## config.mk

```make
export PLATFORM = sky130hd
export DESIGN_NAME = mer_meas_ctrl
export DESIGN_NICKNAME = d
export VERILOG_FILES = /design/src/rtl/mer_meas_ctrl_pkg.sv /design/src/rtl/mer_power_acc.sv /design/src/rtl/mer_meas_ctrl.sv
export SDC_FILE = /design/constraint.sdc
export NUM_CORES = 1
export LEC_CHECK = 0
export BUFFER_PORTS_ARGS = -buffer_cell sky130_fd_sc_hd__buf_2
export CORE_MARGIN = 1.5
export CORE_UTILIZATION = 35
export DETAILED_ROUTE_END_ITERATION = 6
export GPL_TIMING_DRIVEN = 0
export REMOVE_ABC_BUFFERS = 1
export SLEW_MARGIN = 15
export SYNTH_ARGS = -nofsm -noshare
export SYNTH_HDL_FRONTEND = slang
export SYNTH_HIERARCHICAL = 1
export SYNTH_SLANG_ARGS = --single-unit
```

## constraint.sdc

```tcl
create_clock -name clk -period 3.8 [get_ports clk]
set_clock_uncertainty 0.1 [all_clocks]
set_input_delay 0.38 -clock clk [delete_from_list [all_inputs] [get_ports clk]]
set_output_delay 0.38 -clock clk [all_outputs]
set_load 0.05 [all_outputs]
```

## src/rtl/mer_meas_ctrl_pkg.sv

```systemverilog
// Shared constants and helpers for the MER measurement controller: default
// averaging length, LUT latency, the LUT error code and the power saturation limit.
package mer_meas_ctrl_pkg;

  localparam int MER_LOG2_N_DEF  = 10;
  localparam int MER_LUT_LAT_DEF = 3;
  localparam int MER_SQ_W        = 18;
  localparam int MER_W           = 7;

  localparam logic signed [MER_W-1:0] MER_ERR_CODE = -7'sd1;
  localparam logic [MER_SQ_W-1:0]     MER_PWR_SAT  = 18'd131071;

  // The LUT operand is signed, so the unsigned average is clipped to the largest positive value.
  function automatic logic signed [MER_SQ_W-1:0] sat_power(input logic [MER_SQ_W-1:0] avg);
    if (avg > MER_PWR_SAT) return $signed(MER_PWR_SAT);
    return $signed(avg);
  endfunction

endpackage

```

## src/rtl/mer_power_acc.sv

```systemverilog
// One power path: accumulates 2^LOG2_N unsigned squared samples, then presents
// the saturated average as a held LUT operand.
module mer_power_acc
  import mer_meas_ctrl_pkg::*;
#(
  parameter int LOG2_N = MER_LOG2_N_DEF
) (
  input  logic                       clk,
  input  logic                       reset_n,
  input  logic                       clr,
  input  logic                       add_en,
  input  logic                       load,
  input  logic [MER_SQ_W-1:0]        din,
  output logic signed [MER_SQ_W-1:0] power
);

  localparam int ACC_W = MER_SQ_W + LOG2_N;

  logic [ACC_W-1:0]           acc_q, acc_d;
  logic [MER_SQ_W-1:0]        avg;
  logic signed [MER_SQ_W-1:0] power_q, power_d;

  // The load sees the sum including the final symbol of the block.
  always_comb begin
    acc_d = acc_q;
    if (clr)         acc_d = '0;
    else if (add_en) acc_d = acc_q + ACC_W'(din);
    avg     = MER_SQ_W'(acc_d >> LOG2_N);
    power_d = power_q;
    if (load) power_d = sat_power(avg);
  end

  always_ff @(posedge clk) begin
    if (!reset_n) begin
      acc_q   <= '0;
      power_q <= '0;
    end else begin
      acc_q   <= acc_d;
      power_q <= power_d;
    end
  end

  assign power = power_q;

endmodule

```

## src/rtl/mer_meas_ctrl.sv

```systemverilog
// MER measurement sequencer: averages mapper and error power over 2^LOG2_N
// symbols, drives the MER LUT, and captures its result with a valid pulse.
module mer_meas_ctrl
  import mer_meas_ctrl_pkg::*;
#(
  parameter int LOG2_N  = MER_LOG2_N_DEF,
  parameter int LUT_LAT = MER_LUT_LAT_DEF
) (
  input  logic                       clk,
  input  logic                       reset_n,
  input  logic                       sym_en,
  input  logic [MER_SQ_W-1:0]        ref_sq,
  input  logic [MER_SQ_W-1:0]        err_sq,
  input  logic                       start,
  input  logic                       continuous,
  output logic signed [MER_SQ_W-1:0] lut_mapper_power,
  output logic signed [MER_SQ_W-1:0] lut_error_power,
  output logic                       lut_clk_en,
  output logic                       lut_reset,
  input  logic signed [MER_W-1:0]    lut_mer,
  output logic signed [MER_W-1:0]    mer_out,
  output logic                       mer_valid,
  output logic                       mer_fault,
  output logic                       busy
);

  localparam logic [2:0] S_IDLE    = 3'd0;
  localparam logic [2:0] S_ACCUM   = 3'd1;
  localparam logic [2:0] S_PRESENT = 3'd2;
  localparam logic [2:0] S_WAIT    = 3'd3;
  localparam logic [2:0] S_DONE    = 3'd4;

  localparam int WAIT_W = (LUT_LAT > 1) ? $clog2(LUT_LAT) : 1;

  logic [2:0]               state_q, state_d;
  logic [LOG2_N-1:0]        cnt_q, cnt_d;
  logic [WAIT_W-1:0]        wait_q, wait_d;
  logic signed [MER_W-1:0]  mer_q, mer_d;
  logic                     fault_q, fault_d;
  logic                     acc_clr, acc_add, acc_load;

  always_comb begin
    state_d  = state_q;
    cnt_d    = cnt_q;
    wait_d   = wait_q;
    mer_d    = mer_q;
    fault_d  = fault_q;
    acc_clr  = 1'b0;
    acc_add  = 1'b0;
    acc_load = 1'b0;
    case (state_q)
      S_IDLE: begin
        if (start || continuous) begin
          state_d = S_ACCUM;
          acc_clr = 1'b1;
          cnt_d   = '0;
        end
      end
      S_ACCUM: begin
        if (sym_en) begin
          acc_add = 1'b1;
          cnt_d   = cnt_q + 1'b1;
          if (cnt_q == '1) begin
            acc_load = 1'b1;
            state_d  = S_PRESENT;
          end
        end
      end
      S_PRESENT: begin
        state_d = S_WAIT;
        wait_d  = '0;
      end
      // The LUT output is valid in the last WAIT cycle; capture it so it lines up with mer_valid.
      S_WAIT: begin
        if (wait_q == WAIT_W'(LUT_LAT - 1)) begin
          state_d = S_DONE;
          mer_d   = lut_mer;
          fault_d = (lut_mer == MER_ERR_CODE);
        end else begin
          wait_d = wait_q + 1'b1;
        end
      end
      S_DONE: begin
        if (continuous) begin
          state_d = S_ACCUM;
          acc_clr = 1'b1;
          cnt_d   = '0;
        end else begin
          state_d = S_IDLE;
        end
      end
      default: state_d = S_IDLE;
    endcase
  end

  always_ff @(posedge clk) begin
    if (!reset_n) begin
      state_q <= S_IDLE;
      cnt_q   <= '0;
      wait_q  <= '0;
      mer_q   <= '0;
      fault_q <= 1'b0;
    end else begin
      state_q <= state_d;
      cnt_q   <= cnt_d;
      wait_q  <= wait_d;
      mer_q   <= mer_d;
      fault_q <= fault_d;
    end
  end

  mer_power_acc #(.LOG2_N(LOG2_N)) u_map_acc (
    .clk     (clk),
    .reset_n (reset_n),
    .clr     (acc_clr),
    .add_en  (acc_add),
    .load    (acc_load),
    .din     (ref_sq),
    .power   (lut_mapper_power)
  );

  mer_power_acc #(.LOG2_N(LOG2_N)) u_err_acc (
    .clk     (clk),
    .reset_n (reset_n),
    .clr     (acc_clr),
    .add_en  (acc_add),
    .load    (acc_load),
    .din     (err_sq),
    .power   (lut_error_power)
  );

  assign lut_clk_en = (state_q == S_PRESENT) || (state_q == S_WAIT);
  assign lut_reset  = (state_q == S_IDLE);
  assign busy       = (state_q != S_IDLE);
  assign mer_valid  = (state_q == S_DONE);
  assign mer_out    = mer_q;
  assign mer_fault  = fault_q;

endmodule
```

==> results.json, run 1 <==
{
  "outcome": "completed",
  "cpMostUsedCell": "and3_1",
  "place_area_um2": 7280,
  "end_kind": "flip-flop",
  "ioPinCount": 96,
  "r2r-end": "u_err_acc/power[0]$_SDFFE_PN0P_",
  "overflow": 0,
  "crit_type": "reg -> reg",
  "rsz0062_at_grt": "no",
  "hold_viol": 0,
  "crit_chain": "nor3b_2 > nand2_1 > inv_6 > and3_1 > and3_1 > nand3_1 > nor4b_2 > xor2_2 > a21bo_1 > o221a_1",
  "die_h_um": 140,
  "die_area_um2": 19700,
  "avgSynthCellArea_um2": 8.57,
  "fin_crit_sh": 0.920,
  "finalSetupViolCount": 0,
  "multiInputGateArea_um2": 4110,
  "h-tree-depth": 4,
  "vias": 5780,
  "place.gp.congestion": 0.806,
  "grt.busiest_layer": "met2",
  "viasPerCell": 5.25,
  "crit_path_end": "u_err_acc/power[0]$_SDFFE_PN0P_",
  "grt_start_max_net_pins": 57,
  "coreArea_um2": 18600,
  "drt_iter0_drc": 211,
  "drtPass1Iterations": 5,
  "fillers": 1898,
  "ys.flop_type": "dfxtp_1",
  "num_antenna_cells": 0,
  "path_depth": 10,
  "instances_no_fill": 1101,
  "fin_crit_ps": 3500,
  "nNetsFinal": 942,
  "ctsHoldBuffers": 0,
  "vdd_ir_drop_max_v": 0.000312,
  "yosys_warnings": 6,
  "leakagePower_nw": 3.13,
  "synthCells": 771,
  "cts_tree": "yes",
  "cpMaxStageDelayCell": "dfxtp_1",
  "use_met3": 0.0506,
  "r2r-start": "state_q[0]$_SDFFE_PN0P_",
  "syn_area_um2": 6610,
  "root_buffer": "clkbuf_16",
  "die_x_um": 140,
  "io_buffers": 95,
  "regArea_um2": 2300,
  "grt_use_met1": 0.231,
  "rrSetupSlack_ps": 300,
  "ant_nets": 0,
  "syn2layout_area_growth_pct": 20.0,
  "clk_pin_slew_ps": 60,
  "post-route-drc-count": 0,
  "hold_ws_ps": 126,
  "start_kind": "flip-flop",
  "synth-seq-area-share": 0.348,
  "hp-class": "in -> reg",
  "cp_max_fo": 23,
  "synth_edf_count": 0,
  "slew_headroom": 0.329,
  "grt_pass1_vias": 5593,
  "routed_wl_um": 16400,
  "synth_cell_types": 62,
  "clock_path_buffers": 2,
  "ys_ff_latch": 115,
  "reg2regPathDepth": 10,
  "use_met2": 0.268,
  "synth-async-reset-ratio": 0,
  "antenna_found_initial": 0,
  "path_buf_inv": 1,
  "drv_cap": 0,
  "grtUsageTotal": 0.173,
  "start_util": 0.356,
  "power_w": 0.00315,
  "worst_path_largest_cell_delay_ps": 560,
  "p_per_area_nw_per_um2": 397,
  "cp_data_arrival_time_ps": 3750,
  "startpoint": "state_q[0]$_SDFFE_PN0P_",
  "dp_cells": 1067,
  "max_freq_mhz": 286,
  "row_count": 50,
  "wire_per_inst_um": 14.9,
  "required_ps": 4050,
  "cts_buffers": 17,
  "hpwl_um": 11600,
  "final_area_um2": 7930,
  "worst_slew_pin_slew_ps": 1010,
  "final_layout_size_suffix_gt1_frac": 0.185,
  "crit_family": "simple AND/OR/NAND/NOR gates",
  "grt_pass1_wl_um": 27500,
  "cts.sinks": 115,
  "clock_latency_ps": 410,
  "finalMaxSlewViolations": 0
}
Yosys cell counts (5+ instances only):
| library cell | count | area, um^2 |
|---|---|---|
| nor3b_1 | 5 | 37.5 |
| inv_1 | 25 | 93.8 |
| a21boi_0 | 11 | 82.6 |
| dfxtp_1 | 115 | 2300 |
| and2_1 | 8 | 50.1 |
| xor2_1 | 24 | 210 |
| clkbuf_1 | 26 | 97.6 |
| nand2_1 | 68 | 255 |
| nor2_1 | 86 | 323 |
| o221a_1 | 8 | 90.1 |
| nand3b_1 | 15 | 113 |
| a211oi_1 | 7 | 52.6 |
| o21ai_1 | 12 | 60.1 |
| and3_1 | 13 | 81.3 |
| xnor2_1 | 22 | 193 |
| or3_1 | 10 | 62.6 |
| nor2b_1 | 16 | 100 |
| a31oi_1 | 8 | 50.1 |
| nor3_1 | 15 | 75.1 |
| o21bai_1 | 8 | 60.1 |
| nand2b_1 | 7 | 43.8 |
| ha_1 | 38 | 475 |
| nand3_1 | 12 | 60.1 |
| mux2i_1 | 19 | 190 |
| nand4_1 | 11 | 68.8 |
| o21ai_0 | 18 | 90.1 |
| o211ai_1 | 20 | 150 |
| a21oi_1 | 52 | 260 |
| o22ai_1 | 12 | 75.1 |
routing by layer:
| metal | part of all wire | wire length (um) |
|---|---|---|
| met1 | 0.50 | 8160 |
| met4 | 0.011 | 172 |
| met3 | 0.058 | 942 |
| met5 | 0 | 0 |
| met2 | 0.43 | 7080 |
layout make-up:
type | count | share of cell area
Tap cell | 234 | 0.0369
Inverter | 26 | 0.0129
Timing Repair Buffer | 99 | 0.0669
Clock inverter | 12 | 0.0166
Clock buffer | 20 | 0.0576
Sequential cell | 115 | 0.290
Multi-Input combinational cell | 595 | 0.519
report_power, final:
| part | leakage, nW | internal, W | switching, W |
|---|---|---|---|
| clock network | 0.278 | 0.000998 | 0.000588 |
| logic | 1.93 | 0.000129 | 0.000202 |
| registers | 0.928 | 0.00122 | 0.0000101 |
| total | 3.13 | 0.00235 | 0.000800 |
stage by stage:
stage | util | setup TNS (ps) | worst slack, ps
detailed placement | 0.392 | -8480 | -524
global route | 0.427 | 0 | 19.3
CTS | 0.425 | 0 | 134
global placement | 0.389 | -47560 | -1460
floorplan | - | -532 | -31.4
finish | 0.427 | 0 | 304
timing repair:
item | CTS | global route
buffers inserted | 0 | 2
gates resized for setup | 6 | 1
pin swaps | 0 | 1
endpoints found under the setup margin | 31 | 9
logic make-up after synthesis:
| family | synth area share |
|---|---|
| AOI/OAI and AO/OA | 0.232 |
| xor gates and xnor gates | 0.0610 |
| adders and majority gates | 0.0780 |
| buffers and inverters | 0.0364 |
| DFF | 0.348 |
| muxes | 0.0288 |
| and+or+nand+nor | 0.215 |
worst min path at each step:
stage,start,endpoint,depth (start not counted)
6_report,lut_mer[6],mer_out[6]$_SDFFE_PN0P_,3
3_5_place_dp,u_err_acc/power[17]$_SDFFE_PN0P_,u_err_acc/power[17]$_SDFFE_PN0P_,2
4_1_cts,lut_mer[6],mer_out[6]$_SDFFE_PN0P_,3
2_1_floorplan,cnt_q[7]$_SDFFE_PN0P_,cnt_q[7]$_SDFFE_PN0P_,2
5_1_grt,lut_mer[3],mer_out[3]$_SDFFE_PN0P_,3
3_3_place_gp,u_err_acc/power[17]$_SDFFE_PN0P_,u_err_acc/power[17]$_SDFFE_PN0P_,2
layout by cell type (no fill, tap or decap), types with 17 or more instances in the layout:
cell type	instances
a21oi_1	52
buf_2	95
clkbuf_16	17
dfxtp_1	115
ha_1	38
inv_1	24
mux2i_1	19
nand2_1	68
nor2_1	85
o211ai_1	20
o21ai_0	18
xnor2_1	22
xor2_1	22
sequential cells by signal, indices dropped and copies added (netlist names):
name and flops:
state_q 3, mer_fault 1, u_err_acc/acc_q 28, wait_q 2, u_map_acc/power 18, mer_out 7, u_err_acc/power 18, cnt_q 10
u_map_acc/acc_q 28
worst min-delay path: stages:
cell and delay, ps:
buf_2 100, nand2_1 40, a21boi_0 60
No activity file was read; power rests on OpenSTA's default activity.
==> run 2, diff against run 1 <==
--- a/config.mk
+++ b/config.mk
@@ -10,7 +10,7 @@
 export CORE_UTILIZATION = 35
 export DETAILED_ROUTE_END_ITERATION = 6
 export GPL_TIMING_DRIVEN = 0
-export REMOVE_ABC_BUFFERS = 1
+export SKIP_CTS_REPAIR_TIMING = 1
 export SLEW_MARGIN = 15
 export SYNTH_ARGS = -nofsm -noshare
 export SYNTH_HDL_FRONTEND = slang
==> results.json, run 2 (synthesis results as in run 1) <==
{
  "grt_pass1_vias": 5694,
  "final_area_um2": 8040,
  "io_buffers": 95,
  "r2r-start": "state_q[0]$_SDFFE_PN0P_",
  "p_per_area_nw_per_um2": 420,
  "final_layout_size_suffix_gt1_frac": 0.175,
  "wl_met2_um": 7340,
  "drtPass1Iterations": 4,
  "seqPwrFrac": 0.363,
  "required_ps": 4040,
  "coreArea_um2": 18600,
  "finalMaxSlewViolations": 0,
  "cp_data_arrival_time_ps": 3640,
  "antenna_found_initial": 1,
  "hold_depth": 3,
  "reg2regPathDepth": 12,
  "hold_end": "mer_out[0]$_SDFFE_PN0P_",
  "hp-class": "in -> reg",
  "hold_viol": 0,
  "final_common_cell": "dfxtp_1",
  "end_kind": "flip-flop",
  "row_count": 50,
  "viasPerCell": 5.20,
  "internal_power_w": 0.00254,
  "grtUsageTotal": 0.176,
  "overflow": 0,
  "root_buffer": "clkbuf_16",
  "rrSetupSlack_ps": 400,
  "fin_util": 0.433,
  "cts_buffers": 17,
  "rsz0062_at_grt": "no",
  "num_antenna_cells": 0,
  "post-place-ws_ps": 422,
  "die_area_um2": 19700,
  "fillers": 1896,
  "crit_type": "reg -> reg",
  "wl_met3_um": 769,
  "cp_max_fo": 10,
  "place_area_um2": 7370,
  "hpwl_um": 12300,
  "leakagePower_nw": 3.18,
  "outcome": "completed",
  "cts_tree": "yes",
  "power_w": 0.00338,
  "sw_frac_of_total": 0.248,
  "fin_setup_tns_ps": 0,
  "syn2layout_area_growth_pct": 21.7,
  "fin_crit_sh": 0.895,
  "nNetsFinal": 973,
  "die_x_um": 140,
  "h-tree-depth": 4,
  "min-delay-start": "lut_mer[0]",
  "vias": 5891,
  "post-route-drc-count": 0,
  "routed_wl_um": 16600,
  "p_sw_w": 0.000838,
  "power_frac_clock": 0.535,
  "place.gp.congestion": 0.863,
  "max_freq_mhz": 294,
  "drv_cap": 0,
  "top_layer": "met5",
  "final_cell_mix": "dfxtp_1 (115), buf_2 (98), nor2_1 (86)",
  "drt_iter0_drc": 319,
  "die_h_um": 140,
  "worst_slew_pin_slew_ps": 758,
  "slew_headroom": 0.494,
  "cts.sinks": 115,
  "start_util": 0.356,
  "wire_per_inst_um": 14.7,
  "combPwrFrac": 0.102,
  "vdd_ir_drop_max_v": 0.000311,
  "grt_pass1_wl_um": 28200,
  "fin_crit_ps": 3400,
  "r2r-end": "u_err_acc/power[14]$_SDFFE_PN0P_",
  "clk_pin_slew_ps": 60,
  "ioPinCount": 96,
  "ant_nets": 0,
  "finalSetupViolCount": 0,
  "wl_met1_um": 8280,
  "synthesis.nets": 859,
  "grt_start_max_net_pins": 17,
  "clock_latency_ps": 420,
  "clock_path_buffers": 2,
  "top_regs": "u_err_acc/acc_q (28), u_map_acc/acc_q (28)",
  "fin_ws_ps": 401,
  "start_kind": "flip-flop"
}
-- run 2: cell count changes in the layout (fill, tap and decap cells not counted), sizes merged --
cell,delta
buf,+5
bufinv,+3
clkbuf,+24
clkinvlp,-2
inv,+1
-- run 2: worst max-delay path, stage by stage, from the launching register on --
cell and delay [ps]:
dfxtp_1 380, clkbuf_1 340, nor3b_1 370, nand2_1 160, inv_1 300, and3_1 260
and3_1 230, nand3_1 120, nor4b_2 290, xor2_1 240, buf_4 230, nand3_2 140
o211ai_1 140
-- run 2: how the worst max path moves through the flow --
stage | start | end | slack [ps] | cells after the start
final | state_q[0]$_SDFFE_PN0P_ | u_err_acc/power[14]$_SDFFE_PN0P_ | 400 | 12
after global routing | state_q[0]$_SDFFE_PN0P_ | u_err_acc/power[14]$_SDFFE_PN0P_ | 210 | 12
after CTS | state_q[0]$_SDFFE_PN0P_ | u_err_acc/power[14]$_SDFFE_PN0P_ | 400 | 12
after detailed placement | state_q[0]$_SDFFE_PN0P_ | u_err_acc/power[14]$_SDFFE_PN0P_ | 420 | 12
after global placement | state_q[0]$_SDFFE_PN0P_ | u_err_acc/power[6]$_SDFFE_PN0P_ | 400 | 12
after floorplan | state_q[0]$_SDFFE_PN0P_ | u_err_acc/power[12]$_SDFFE_PN0P_ | 1060 | 12
-- run 2: area by class of cell --
| class | instances | area (um^2) | share of cell area |
|---|---|---|---|
| plain buffers | 35 | 143 | 0.0177 |
| flip-flops and latches | 115 | 2300 | 0.286 |
| repair buffers | 95 | 475 | 0.0591 |
| clock buffers | 18 | 439 | 0.0546 |
| multi-input cells | 595 | 4060 | 0.505 |
| inverters | 26 | 97.6 | 0.0121 |
| clock inverters | 14 | 226 | 0.0282 |
| well taps | 234 | 293 | 0.0364 |
-- run 2: through the flow --
step	instances	hold slack (ps)
finish	1132	120
global route	1132	134
CTS	1132	104
detailed placement	1100	317
global placement	1100	315
floorplan	771	348
-- run 2: metal layers --
metal / GRT usage / vias to the layer above
li1: - / 3038
met1: 0.238 / 2726
met2: 0.273 / 105
met3: 0.0503 / 20
met4: 0.0515 / 2
met5: 0 / -
-- run 2: power by group through the flow --
stage	Combinational [W]	Sequential, W	Clock, W
floorplan	0.000247	0.00125	0
global placement	0.000342	0.00125	0
detailed placement	0.000343	0.00125	0
CTS	0.000346	0.00123	0.00184
global route	0.000385	0.00123	0.00191
finish	0.000345	0.00123	0.00181
==> run 3, diff against run 2 <==
--- a/config.mk
+++ b/config.mk
@@ -8,6 +8,7 @@
 export BUFFER_PORTS_ARGS = -buffer_cell sky130_fd_sc_hd__buf_2
 export CORE_MARGIN = 1.5
 export CORE_UTILIZATION = 35
+export CTS_BUF_LIST = sky130_fd_sc_hd__clkbuf_4
 export DETAILED_ROUTE_END_ITERATION = 6
 export GPL_TIMING_DRIVEN = 0
 export SKIP_CTS_REPAIR_TIMING = 1
==> results.json, run 3 (synthesis results as in run 1) <==
{
  "hpwl_um": 12300,
  "start_util": 0.356,
  "fin_ws_ps": 365,
  "root_buffer": "clkbuf_4",
  "grtUsageTotal": 0.174,
  "ioPinCount": 96,
  "drtPass1Iterations": 4,
  "power_frac_clock": 0.416,
  "vdd_ir_drop_max_v": 0.000140,
  "cpMaxStageDelayCell": "dfxtp_1",
  "clk_pin_slew_ps": 110,
  "cpMostUsedCell": "and3_1",
  "sw_frac_of_total": 0.278,
  "rsz0062_at_grt": "no",
  "ant_nets": 0,
  "fillers": 1917,
  "fin_crit_sh": 0.904,
  "clock_latency_ps": 540,
  "final_cell_mix": "dfxtp_1 (115), buf_2 (98), nor2_1 (86)",
  "die_area_um2": 19700,
  "wire_per_inst_um": 14.6,
  "final_layout_size_suffix_gt1_frac": 0.172,
  "die_x_um": 140,
  "fin_setup_tns_ps": 0,
  "fin_util": 0.420,
  "post-place-ws_ps": 422,
  "start_kind": "flip-flop",
  "h-tree-depth": 4,
  "syn2layout_area_growth_pct": 18.1,
  "regArea_um2": 2300,
  "fin_crit_ps": 3430,
  "clock_path_buffers": 2,
  "crit_family": "simple AND/OR/NAND/NOR gates",
  "io_buffers": 95,
  "cts_buffers": 17,
  "final_common_cell": "dfxtp_1",
  "cp_max_fo": 10,
  "synthesis.nets": 859,
  "coreArea_um2": 18600,
  "slew_headroom": 0.500,
  "combPwrFrac": 0.130,
  "finalMaxSlewViolations": 0,
  "die_h_um": 140,
  "row_count": 50,
  "worst_path_largest_cell_delay_ps": 400,
  "antenna_found_initial": 2,
  "required_ps": 4160,
  "vias": 5915,
  "hold_viol": 0,
  "internal_power_w": 0.00195,
  "max_freq_mhz": 291,
  "hp-class": "in -> reg",
  "crit_chain": "clkbuf_1 > nor3b_1 > nand2_1 > inv_1 > and3_1 > and3_1 > nand3_1 > nor4b_2 > xor2_1 > buf_4 > nand3_2 > o211ai_1",
  "nNetsFinal": 980,
  "place.gp.congestion": 0.863,
  "grt_pass1_vias": 5668,
  "path_buf_inv": 3,
  "leakagePower_nw": 3.07,
  "outcome": "completed",
  "grt_pass1_wl_um": 27800,
  "worst_slew_pin_slew_ps": 750,
  "grt_start_max_net_pins": 17,
  "post-route-drc-count": 0,
  "drv_cap": 0,
  "finalSetupViolCount": 0,
  "multiInputGateArea_um2": 4060,
  "crit_type": "reg -> reg",
  "seqPwrFrac": 0.455,
  "overflow": 0,
  "cp_data_arrival_time_ps": 3790,
  "viasPerCell": 5.19,
  "end_kind": "flip-flop",
  "p_sw_w": 0.000749,
  "cts_tree": "yes",
  "cts.sinks": 115,
  "drt_iter0_drc": 291,
  "p_per_area_nw_per_um2": 346,
  "top_regs": "u_err_acc/acc_q (28), u_map_acc/acc_q (28)",
  "routed_wl_um": 16600
}
-- run 3: power groups by stage --
stage | Combinational, W | Sequential, W | Clock, W
after CTS | 0.000346 | 0.00123 | 0.00117
after global routing | 0.000391 | 0.00123 | 0.00122
after detailed placement | 0.000343 | 0.00125 | 0
final | 0.000349 | 0.00123 | 0.00112
after floorplan | 0.000247 | 0.00125 | 0
after global placement | 0.000342 | 0.00125 | 0
-- run 3: final timing paths --
check / start / slack [ps] / end / cells past startpoint
setup / recovery: state_q[0]$_SDFFE_PN0P_ / 370 / u_err_acc/power[14]$_SDFFE_PN0P_ / 12
hold / removal: continuous / 40 / state_q[0]$_SDFFE_PN0P_ / 3
setup reg to reg: state_q[0]$_SDFFE_PN0P_ / 370 / u_err_acc/power[14]$_SDFFE_PN0P_ / 12
hold reg to reg: u_map_acc/power[17]$_SDFFE_PN0P_ / 330 / u_map_acc/power[17]$_SDFFE_PN0P_ / 2
-- run 3: stage by stage --
step           instances  cell area (um^2)  power (W)  hold slack, ps
3_3_place_gp        1100              7370    0.00160             315
5_1_grt             1140              7800    0.00284            20.4
2_1_floorplan        771              6610    0.00150             348
3_5_place_dp        1100              7370    0.00160             317
6_report            1140              7800    0.00270            43.3
4_1_cts             1132              7730    0.00274           -77.3
-- run 3: cell type report --
cell class / count / share of cell area
Multi-Input combinational cell: 595 / 0.521
Sequential cell: 115 / 0.295
Timing Repair Buffer: 102 / 0.0699
Tap cell: 234 / 0.0375
Clock inverter: 15 / 0.0295
Buffer: 35 / 0.0183
Clock buffer: 17 / 0.0164
Inverter: 26 / 0.0125
Antenna cell: 1 / 0.000321
-- run 3: layer usage --
metal  routed length [um]  global-route usage
met5                   12                   0
met4                  334              0.0676
met3                  776              0.0414
met2                 7260               0.268
met1                 8210               0.234
-- run 3: worst min-delay path: stages --
cell and delay (ps):
buf_2 100, o31ai_1 80, nor2_1 90
